File: src/rtl/ifetch_queue_pkg.sv
// Shared fetch-stage definitions: widths, default sizing, reset vector and
// the {pc, instr} entry carried from the fetch queue to decode.
package ifetch_queue_pkg;

   localparam int          XLEN          = 32;
   localparam logic [31:0] RESET_PC      = 32'hBFC0_0000;
   localparam int          FETCH_DEPTH   = 2;
   localparam int          FETCH_MAX_OUT = 2;

   typedef struct packed {
      logic [XLEN-1:0] pc;
      logic [XLEN-1:0] instr;
   } fetch_entry_t;

   // a - b, clamped at zero
   function automatic int unsigned sat_dec(input int unsigned a, input int unsigned b);
      return (a > b) ? (a - b) : 0;
   endfunction

endpackage

File: src/rtl/ifetch_queue_sync_fifo.sv
// Small synchronous FIFO with a registered head. dout is zero while empty and
// shows a newly pushed word one cycle after it is written into an empty FIFO.
module sync_fifo #(
   parameter int W = 32,
   parameter int D = 2
) (
   input  logic                   clk,
   input  logic                   clr,
   input  logic                   push,
   input  logic                   pop,
   input  logic [W-1:0]           din,
   output logic [W-1:0]           dout,
   output logic [$clog2(D+1)-1:0] count
);

   localparam int AW = (D > 1) ? $clog2(D) : 1;
   localparam int CW = $clog2(D+1);

   logic [W-1:0]  mem [D];
   logic [AW-1:0] wr_ptr_reg;
   logic [AW-1:0] rd_ptr_reg;
   logic [AW-1:0] rd_ptr_inc;
   logic [CW-1:0] count_reg;
   logic [W-1:0]  dout_reg;
   logic          do_push;
   logic          do_pop;

   // Wrap-aware pointer increment; D need not be a power of two
   function automatic logic [AW-1:0] ptr_inc(input logic [AW-1:0] p);
      return (p == AW'(D - 1)) ? '0 : p + 1'b1;
   endfunction

   assign do_pop     = pop && (count_reg != '0);
   assign do_push    = push && ((count_reg != CW'(D)) || do_pop);
   assign rd_ptr_inc = ptr_inc(rd_ptr_reg);
   assign dout       = dout_reg;
   assign count      = count_reg;

   // Storage array, written at the tail
   always_ff @(posedge clk) begin
      if (do_push) begin
         mem[wr_ptr_reg] <= din;
      end
   end

   // Pointers, occupancy and the registered head word
   always_ff @(posedge clk) begin
      if (clr) begin
         wr_ptr_reg <= '0;
         rd_ptr_reg <= '0;
         count_reg  <= '0;
         dout_reg   <= '0;
      end else begin
         if (do_push) begin
            wr_ptr_reg <= ptr_inc(wr_ptr_reg);
         end
         if (do_pop) begin
            rd_ptr_reg <= rd_ptr_inc;
         end
         if (do_push && !do_pop) begin
            count_reg <= count_reg + 1'b1;
         end else if (!do_push && do_pop) begin
            count_reg <= count_reg - 1'b1;
         end
         // Head follows the next stored word, or the incoming word when the
         // FIFO is (or is about to become) empty
         if (do_pop) begin
            if (count_reg > CW'(1)) begin
               dout_reg <= mem[rd_ptr_inc];
            end else if (do_push) begin
               dout_reg <= din;
            end else begin
               dout_reg <= '0;
            end
         end else if ((count_reg == '0) && do_push) begin
            dout_reg <= din;
         end
      end
   end

endmodule

File: src/rtl/ifetch_queue.sv
// Instruction fetch queue: issues imem reads under a credit limit, tags each
// read with its pc, queues returned instructions for decode and discards
// responses that belong to reads issued before a redirect.
module ifetch_queue
   import ifetch_queue_pkg::*;
#(
   parameter int DEPTH   = FETCH_DEPTH,
   parameter int MAX_OUT = FETCH_MAX_OUT
) (
   input  logic            clk,
   input  logic            rst,
   input  logic [XLEN-1:0] pc,
   input  logic            flush,
   output logic            fetch_stall,
   output logic            imem_req,
   output logic [XLEN-1:0] imem_addr,
   input  logic            imem_gnt,
   input  logic            imem_rvalid,
   input  logic [XLEN-1:0] imem_rdata,
   output logic            id_valid,
   input  logic            id_ready,
   output logic [XLEN-1:0] id_pc,
   output logic [XLEN-1:0] id_instr
);

   localparam int OW = $clog2(MAX_OUT + 1);
   localparam int CW = $clog2(DEPTH + 1);

   logic [OW-1:0]   outstanding_reg;
   logic [OW-1:0]   outstanding_next;
   logic [OW-1:0]   discard_reg;
   logic [OW-1:0]   discard_next;
   logic            armed_reg;
   logic [OW-1:0]   tag_count;
   logic [XLEN-1:0] tag_pc;
   logic [CW-1:0]   q_count;
   fetch_entry_t    q_din;
   fetch_entry_t    q_head;
   logic            credit_ok;
   logic            grant;
   logic            rsp_valid;
   logic            rsp_keep;
   logic            q_pop;

   // Credit uses registered occupancy only, so a pop frees a slot one cycle later
   assign credit_ok   = (int'(outstanding_reg) < MAX_OUT) &&
                        ((int'(outstanding_reg) + int'(q_count)) < DEPTH);
   assign imem_req    = credit_ok && !flush && !rst;
   assign imem_addr   = pc;
   assign grant       = imem_req && imem_gnt;
   assign fetch_stall = ~grant;

   // A response with nothing in flight is ignored
   assign rsp_valid = imem_rvalid && (tag_count != '0);
   assign rsp_keep  = rsp_valid && (discard_reg == '0) && !flush;
   assign q_pop     = id_valid && id_ready;
   assign q_din     = '{pc: tag_pc, instr: imem_rdata};

   assign id_valid = (q_count != '0);
   assign id_pc    = q_head.pc;
   assign id_instr = q_head.instr;

   // Next-state for in-flight and to-be-discarded read counts
   always_comb begin
      outstanding_next = outstanding_reg;
      if (grant && !rsp_valid) begin
         outstanding_next = outstanding_reg + 1'b1;
      end else if (!grant && rsp_valid) begin
         outstanding_next = outstanding_reg - 1'b1;
      end
      discard_next = discard_reg;
      if (flush) begin
         // Every read still in flight after this cycle's response is stale
         discard_next = OW'(sat_dec(32'(outstanding_reg), 32'(rsp_valid)));
      end else if (rsp_valid && (discard_reg != '0)) begin
         discard_next = discard_reg - 1'b1;
      end
   end

   // Counter state; armed marks that a read was issued since reset
   always_ff @(posedge clk) begin
      if (rst) begin
         outstanding_reg <= '0;
         discard_reg     <= '0;
         armed_reg       <= 1'b0;
      end else begin
         outstanding_reg <= outstanding_next;
         discard_reg     <= discard_next;
         if (grant) begin
            armed_reg <= 1'b1;
         end
      end
   end

   // Responses arrive in request order, so a FIFO of issued pcs tags them
   sync_fifo #(.W(XLEN), .D(MAX_OUT)) u_tag_fifo (
      .clk   (clk),
      .clr   (rst),
      .push  (grant),
      .pop   (rsp_valid),
      .din   (pc),
      .dout  (tag_pc),
      .count (tag_count)
   );

   sync_fifo #(.W($bits(fetch_entry_t)), .D(DEPTH)) u_instr_queue (
      .clk   (clk),
      .clr   (rst || flush),
      .push  (rsp_keep),
      .pop   (q_pop),
      .din   (q_din),
      .dout  (q_head),
      .count (q_count)
   );

   // Memory protocol: once reads have been issued, no response may arrive unasked
   a_no_stray_rvalid: assert property (@(posedge clk) disable iff (rst)
      (imem_rvalid && armed_reg) |-> (outstanding_reg != '0))
      else $error("ifetch_queue: imem_rvalid with no read outstanding");

endmodule

File: config.mk
export PLATFORM = sky130hd
export DESIGN_NAME = ifetch_queue
export DESIGN_NICKNAME = d
export VERILOG_FILES = /design/src/rtl/ifetch_queue_pkg.sv /design/src/rtl/ifetch_queue_sync_fifo.sv /design/src/rtl/ifetch_queue.sv
export SDC_FILE = /design/constraint.sdc
export NUM_CORES = 1
export LEC_CHECK = 0
export BUFFER_PORTS_ARGS = -buffer_cell sky130_fd_sc_hd__clkbuf_2
export CORE_MARGIN = 8
export CORE_UTILIZATION = 57
export CTS_BUF_LIST = sky130_fd_sc_hd__clkbuf_4 sky130_fd_sc_hd__clkbuf_8 sky130_fd_sc_hd__clkbuf_16
export DETAILED_ROUTE_END_ITERATION = 7
export PLACE_DENSITY = 0.82
export SETUP_SLACK_MARGIN = 0.1
export SLEW_MARGIN = 25
export SYNTH_ARGS = -nofsm -noshare
export SYNTH_HDL_FRONTEND = slang
export SYNTH_SLANG_ARGS = --single-unit
File: constraint.sdc
create_clock -name clk -period 7.05 [get_ports clk]
set_clock_uncertainty 0.05 [all_clocks]
set_input_delay 1.41 -clock clk [delete_from_list [all_inputs] [get_ports clk]]
set_output_delay 1.41 -clock clk [all_outputs]
set_load 0.005 [all_outputs]
### Word-level counts from Yosys, hierarchy flattened

Memory sizes are Yosys's and may differ from the RTL's.
Index checks and enable logic that the tools add are counted.

| word-level totals | value |
|---|---|
| bits in registers | 108 |
| memory bits (writable) | 192 |
| input bits | 70 |
| output and inout port bits | 99 |
| logic and storage cells | 102 |
| memories kept | 2 |

| cells by class | value |
|---|---|
| add/sub/neg operators | 13 |
| $lt $le $gt $ge | 5 |
| equality and inequality tests | 2 |
| muxes and demuxes | 25 |
| bitwise logic cells | 1 |
| reduce and logical (&&, ||, !) cells | 44 |

Memory list:

| memory | words | bits a word | read ports | clocked after memory_dff | write ports | line | source |
|---|---|---|---|---|---|---|---|
| u_instr_queue.mem | 2 | 64 | 1 | 0 | 1 | ifetch_queue_sync_fifo.sv:19 | `logic [W-1:0] mem [D];` |
| u_tag_fifo.mem | 2 | 32 | 1 | 0 | 1 | ifetch_queue_sync_fifo.sv:19 |  |

Operators with widths:

| kind | number |
|---|---|
| $mux 64 | 4 |
| $mux 32 | 4 |
| $logic_and 1x1->1 | 21 |
| $mux 2 | 9 |
| $reduce_bool 2->1 | 9 |
| $logic_not 1->1 | 8 |
| $mux 1 | 8 |
| $sub 2x1->2 const B | 4 |
| $add 2x1->2 const B | 3 |
| $logic_not 2->1 | 3 |
| $add 1x1->1 const B | 4 |
| $gt 2x1->1 const B | 2 |
| $ne 2x2->1 const B | 2 |
| $add 2x2->3 | 1 |
| $logic_or 1x1->1 | 3 |
| $lt 3x2->1 const B | 1 |
| $gt 2x1->1 | 1 |
| $lt 2x2->1 const B | 1 |
| $sub 2x1->2 | 1 |
| $not 1->1 | 1 |

### Depth between registers and ports, before layout

| depth | value |
|---|---|
| depth in word-level cells | 11 |
| depth in mapped cells | 11 |
| gate-level depth less buffers | 11 |

### By module

A second synthesis with hierarchy kept.

| unflattened totals | value |
|---|---|
| cell total of the unflattened synthesis | 870 |
| area, all modules | 12,562.0 µm² |

By module, submodules not included:

| module | instances | cells an instance | area each (µm²) | seq. area each (µm²) |
|---|---|---|---|---|
| sync_fifo (u_instr_queue) | 1 | 520 | 7,871.3 | 5,205.0 |
| sync_fifo (u_tag_fifo) | 1 | 276 | 4,108.9 | 2,642.5 |
| ifetch_queue | 1 | 74 | 581.8 | 80.1 |

### Worst setup path before layout

OpenSTA, ideal clock, no wires.

| timing path | value |
|---|---|
| kind | input -> register |
| from | input id_ready |
| to | memory u_instr_queue.mem[0][0] in the netlist's numbering (enable) |
| setup time | 494 ps |
| arrival time | 4,869 ps |
| required time | 6,506 ps |
| setup slack | 1,637 ps |
| stages | 4 |
| path buffers | 0 |
| cells stage by stage | nor2b_1 > inv_1 > a21oi_1 > nor2b_1 |

| on the way | value |
|---|---|
| longest elaborated chain between the ends | 6 |

Ends and longest elaborated chain:

| item | line | source |
|---|---|---|
| start: declaration | ifetch_queue.sv:21 | `input logic id_ready,` |
| $logic_and 1x1->1 | ifetch_queue.sv:56 | `assign q_pop = id_valid && id_ready;` |
| $logic_and 1x1->1 | ifetch_queue_sync_fifo.sv:33 | `assign do_pop = pop && (count_reg != '0);` |
| $logic_or 1x1->1 | ifetch_queue_sync_fifo.sv:34 | `assign do_push = push && ((count_reg != CW'(D)) \|\| do_pop);` |
| $logic_and 1x1->1 | ifetch_queue_sync_fifo.sv:34 |  |
| named net u_instr_queue.do_push | ifetch_queue_sync_fifo.sv:25 | `logic do_push;` |
| $mux 1 | ifetch_queue_sync_fifo.sv:41 | `if (do_push) begin` |
| $mux 1 (not written as such) | ifetch_queue_sync_fifo.sv:42 | `mem[wr_ptr_reg] <= din;` |
| end: declaration | ifetch_queue_sync_fifo.sv:19 |  |

The timed path passes the listed nets, and every way through them passes these cells.

### Worst setup path after layout

| timing path | value |
|---|---|
| from | input rst |
| to | output fetch_stall |

| on the way | value |
|---|---|
| longest elaborated chain between the ends | 4 |

Ends and longest elaborated chain:

| item | line | source |
|---|---|---|
| start: declaration | ifetch_queue.sv:11 | `input logic rst,` |
| $logic_not 1->1 | ifetch_queue.sv:48 | `assign imem_req = credit_ok && !flush && !rst;` |
| $logic_and 1x1->1 | ifetch_queue.sv:48 |  |
| $logic_and 1x1->1 | ifetch_queue.sv:50 | `assign grant = imem_req && imem_gnt;` |
| $not 1->1 | ifetch_queue.sv:51 | `assign fetch_stall = ~grant;` |
| end: declaration | ifetch_queue.sv:14 | `output logic fetch_stall,` |

No other way between the ends.

==> summary.md <==
| Metric | Value |
|---|---|
| Largest register FFs | 128 |
| Detailed placement HPWL | 15.46 mm |
| Post-detailed-route count of antenna-violating nets | 0 |
| Fin area | 0.01375 mm^2 |
| Skew-Pair Late Insertion Delay | 0.53 ns |
| Die span in y | 160.4 um |
| Leak | 4.933 nW |
| Detailed-routing iteration count for the pre-antenna-repair pass | 5 |
| Distinct cell type count after synthesis | 34 |
| Share of synthesized area spent on multiplexers | 0.08082 |
| Net count after synthesis | 1051 |
| Commonest cells post-synth | 192 x sky130_fd_sc_hd__edfxtp_1, 146 x sky130_fd_sc_hd__nor2_1, 133 x sky130_fd_sc_hd__a21oi_1 |
| Maximum clock path buffer count | 3 |
| Starting density of the core | 0.5728 |
| Core box area | 0.02076 mm^2 |
| Hold Vio Cnt, Final | 0 |
| Start-to-end type of the worst setup path | input port to output pin |
| Clock tree root buffer cell | sky130_fd_sc_hd__clkbuf_16 |
| Number of synthesized flops with an enable pin | 192 |
| Synth-to-layout area growth | 15.63% |
| Startpoint Class | input port |
| Fraction of layout cells with a size suffix above 1 | 0.2242 |
| PortBufs | 168 |
| Yosys warning total | 0 |
| Placed Instances | 1327 |
| Ports | 169 |
| Achievable Freq | 253.1 MHz |
| Placer congestion estimate | 0.7612 |
| H-tree levels | 1 |
| Compound-Gate Fraction of Synth Area | 0.1103 |
| Remaining routing DRC violations | 0 |
| Count of maximum capacitance violations | 0 |
| Total wire length after detailed routing | 24.59 mm |
| Average size of a mapped cell | 12.28 um^2 |
| Dominant combinational cell family by area after synthesis | compound AO/OA/AOI/OAI gates |
| Setup TNS after final layout | 0 ns |
| Overall via count from detail_route | 7616 |
| Final period demand of the worst path | 3.950 ns |
| Leading cell type by number of instances after synthesis | sky130_fd_sc_hd__edfxtp_1 |
| Inserted Diodes | 0 |
| Global-route wire length before repair | 39.83 mm |
| Post-CTS Setup Repair Bufs | 0 |
| RSZ-0062 raised after global routing | no |
| P per Cell Area | 338.8 mW/mm^2 |
| Number of nets in the final layout | 1167 |
| Critical path fanouts, max | 43 |
| Die Footprint | 0.02574 mm^2 |
| Clock transition at the register clock pins on the worst setup and hold paths after CTS | 0.06 ns |
| Largest vdd supply drop | 0.0001769 V |
| Antenna violations before repair | 0 |
| Crit path arrival time | 2.49 ns |
| Global-route congestion overflow total | 0 |
| Register bit count reported by yosys | 300 |
| Sinks on Clock Net | 300 |
| Number of setup violations in the final report | 0 |
| Clock buffers created by TritonCTS | 29 |
| Largest area contributor in the synthesized netlist | sky130_fd_sc_hd__edfxtp_1 |
| Post-synthesis simple-gate area fraction | 0.07124 |
| Worst slack on hold paths | 0.4463 ns |
| Count of hold buffers inserted by post-cts repair | 0 |
| Fraction of post-synthesis cell area in the top cell type by area | 0.4849 |
| Largest cells by area after synthesis | sky130_fd_sc_hd__edfxtp_1 48%, sky130_fd_sc_hd__dfxtp_1 18%, sky130_fd_sc_hd__mux2i_1 8.1% |
| Count of non-filler cells in the finished layout | 1381 |
| Number of placement rows | 53 |
| Total global-route track usage | 0.1859 |
| Worst-margin pin slew | 1.044 ns |
| Xor-xnor portion of the synthesized cell area | 0.008103 |
| Dpl cell area | 0.01278 mm^2 |
| Post-cts gate resize count | 0 |
| Syn Std Cell Area | 0.01189 mm^2 |
| Core occupancy in the finished layout | 0.6624 |
| Die boundary width | 160.4 um |
| Final count of pins violating max slew | 0 |
| Adder and majority gate portion of the synthesized area | 0.01431 |
| Starting DRC count in detailed routing | 684 |
| Maximum number of pins on one net before global-route repair | 129 |
| Detail-routed net length per standard cell | 17.80 um |
| Part of the cycle the worst path needs | 0.5603 |
| Drt via density | 5.515 |
| Sequential-to-total area share from yosys stat | 0.6667 |
| Clock tree from TritonCTS | done |
| Async set-or-reset flop fraction in the synthesized netlist | 0 |
| Vias in the first global route | 7820 |
| Class of the tightest hold or removal check | register to register |
| Crit end category | output pin |
| Flip-flop cell with the highest count after synthesis | sky130_fd_sc_hd__edfxtp_1 |
| Status | finished clean |
| Cells after Synth | 968 |
| Critical path data required time | 5.59 ns |
| Slew HR | 0.3043 |
## cells by family after synthesis
kind of cell,Yosys count
compound gates,239
xor+xnor,11
fa+ha+maj,13
buf+inv,112
flops,300
mux,96
simple gates,197
## cells in the final DEF, fill, tap and decap left out, types with 3 or more instances in the layout
cell type	Yosys	final
sky130_fd_sc_hd__xnor2_1	5	5
sky130_fd_sc_hd__mux2i_1	96	96
sky130_fd_sc_hd__xor2_1	6	6
sky130_fd_sc_hd__dfxtp_1	108	106
sky130_fd_sc_hd__clkbuf_16	0	30
sky130_fd_sc_hd__nor3_1	33	33
sky130_fd_sc_hd__o21ai_0	67	67
sky130_fd_sc_hd__nor2_1	146	143
sky130_fd_sc_hd__clkbuf_2	0	168
sky130_fd_sc_hd__ha_1	12	12
sky130_fd_sc_hd__a21oi_1	133	133
sky130_fd_sc_hd__edfxtp_1	192	192
sky130_fd_sc_hd__clkbuf_4	0	3
sky130_fd_sc_hd__buf_4	32	8
sky130_fd_sc_hd__a211oi_1	32	32
sky130_fd_sc_hd__clkbuf_8	0	8
sky130_fd_sc_hd__clkinv_2	0	7
sky130_fd_sc_hd__inv_1	16	16
sky130_fd_sc_hd__nor2b_1	5	4
## cell type report
type                       instances  area (um^2)
clock buffer                      41        883.3
clock inverter                    12        65.06
fill                            1487         7008
inverter                          16        60.06
multi-input combinational        556         3461
sequential                       300         7933
tap                              275        344.1
timing repair buffer             181         1002
## per-layer routing
layer,share of wire,track usage,up-vias
met1,0.45,0.2461,3622
met4,0.022,0.05140,0
met5,0,0,-
met3,0.058,0.02943,40
li1,-,-,3710
met2,0.47,0.3128,244
## path summary, 6_finish.rpt
path / startpoint / to / slack, ns / depth (start not counted)
min reg2reg: u_tag_fifo.dout[6] / u_instr_queue.mem[0][38] / 0.45 / 0
max reg2reg: u_instr_queue.count[1] / u_instr_queue.mem[1][44] / 3.96 / 7
max: rst / fetch_stall / 3.10 / 5
min: u_tag_fifo.dout[6] / u_instr_queue.mem[0][38] / 0.45 / 0
## stage by stage
step                power (mW)  worst slack (ns)
detailed placement       3.188             3.001
global route             4.875             2.975
global placement         3.132             2.743
CTS                      4.686             3.100
finish                   4.657             3.100
floorplan                2.909             1.637
## critical path: stages
cell and delay, ns:
sky130_fd_sc_hd__clkbuf_2 0.49, sky130_fd_sc_hd__nor2_4 0.24, sky130_fd_sc_hd__and2_1 0.17, sky130_fd_sc_hd__nand2_1 0.07
sky130_fd_sc_hd__clkbuf_2 0.11
## where the power goes
| group | total, mW | switching (mW) | internal [mW] |
|---|---|---|---|
| clock network | 1.49 | 0.625 | 0.870 |
| logic | 0.805 | 0.484 | 0.322 |
| registers | 2.36 | 0.210 | 2.15 |
(Power assumes the default switching activity.)
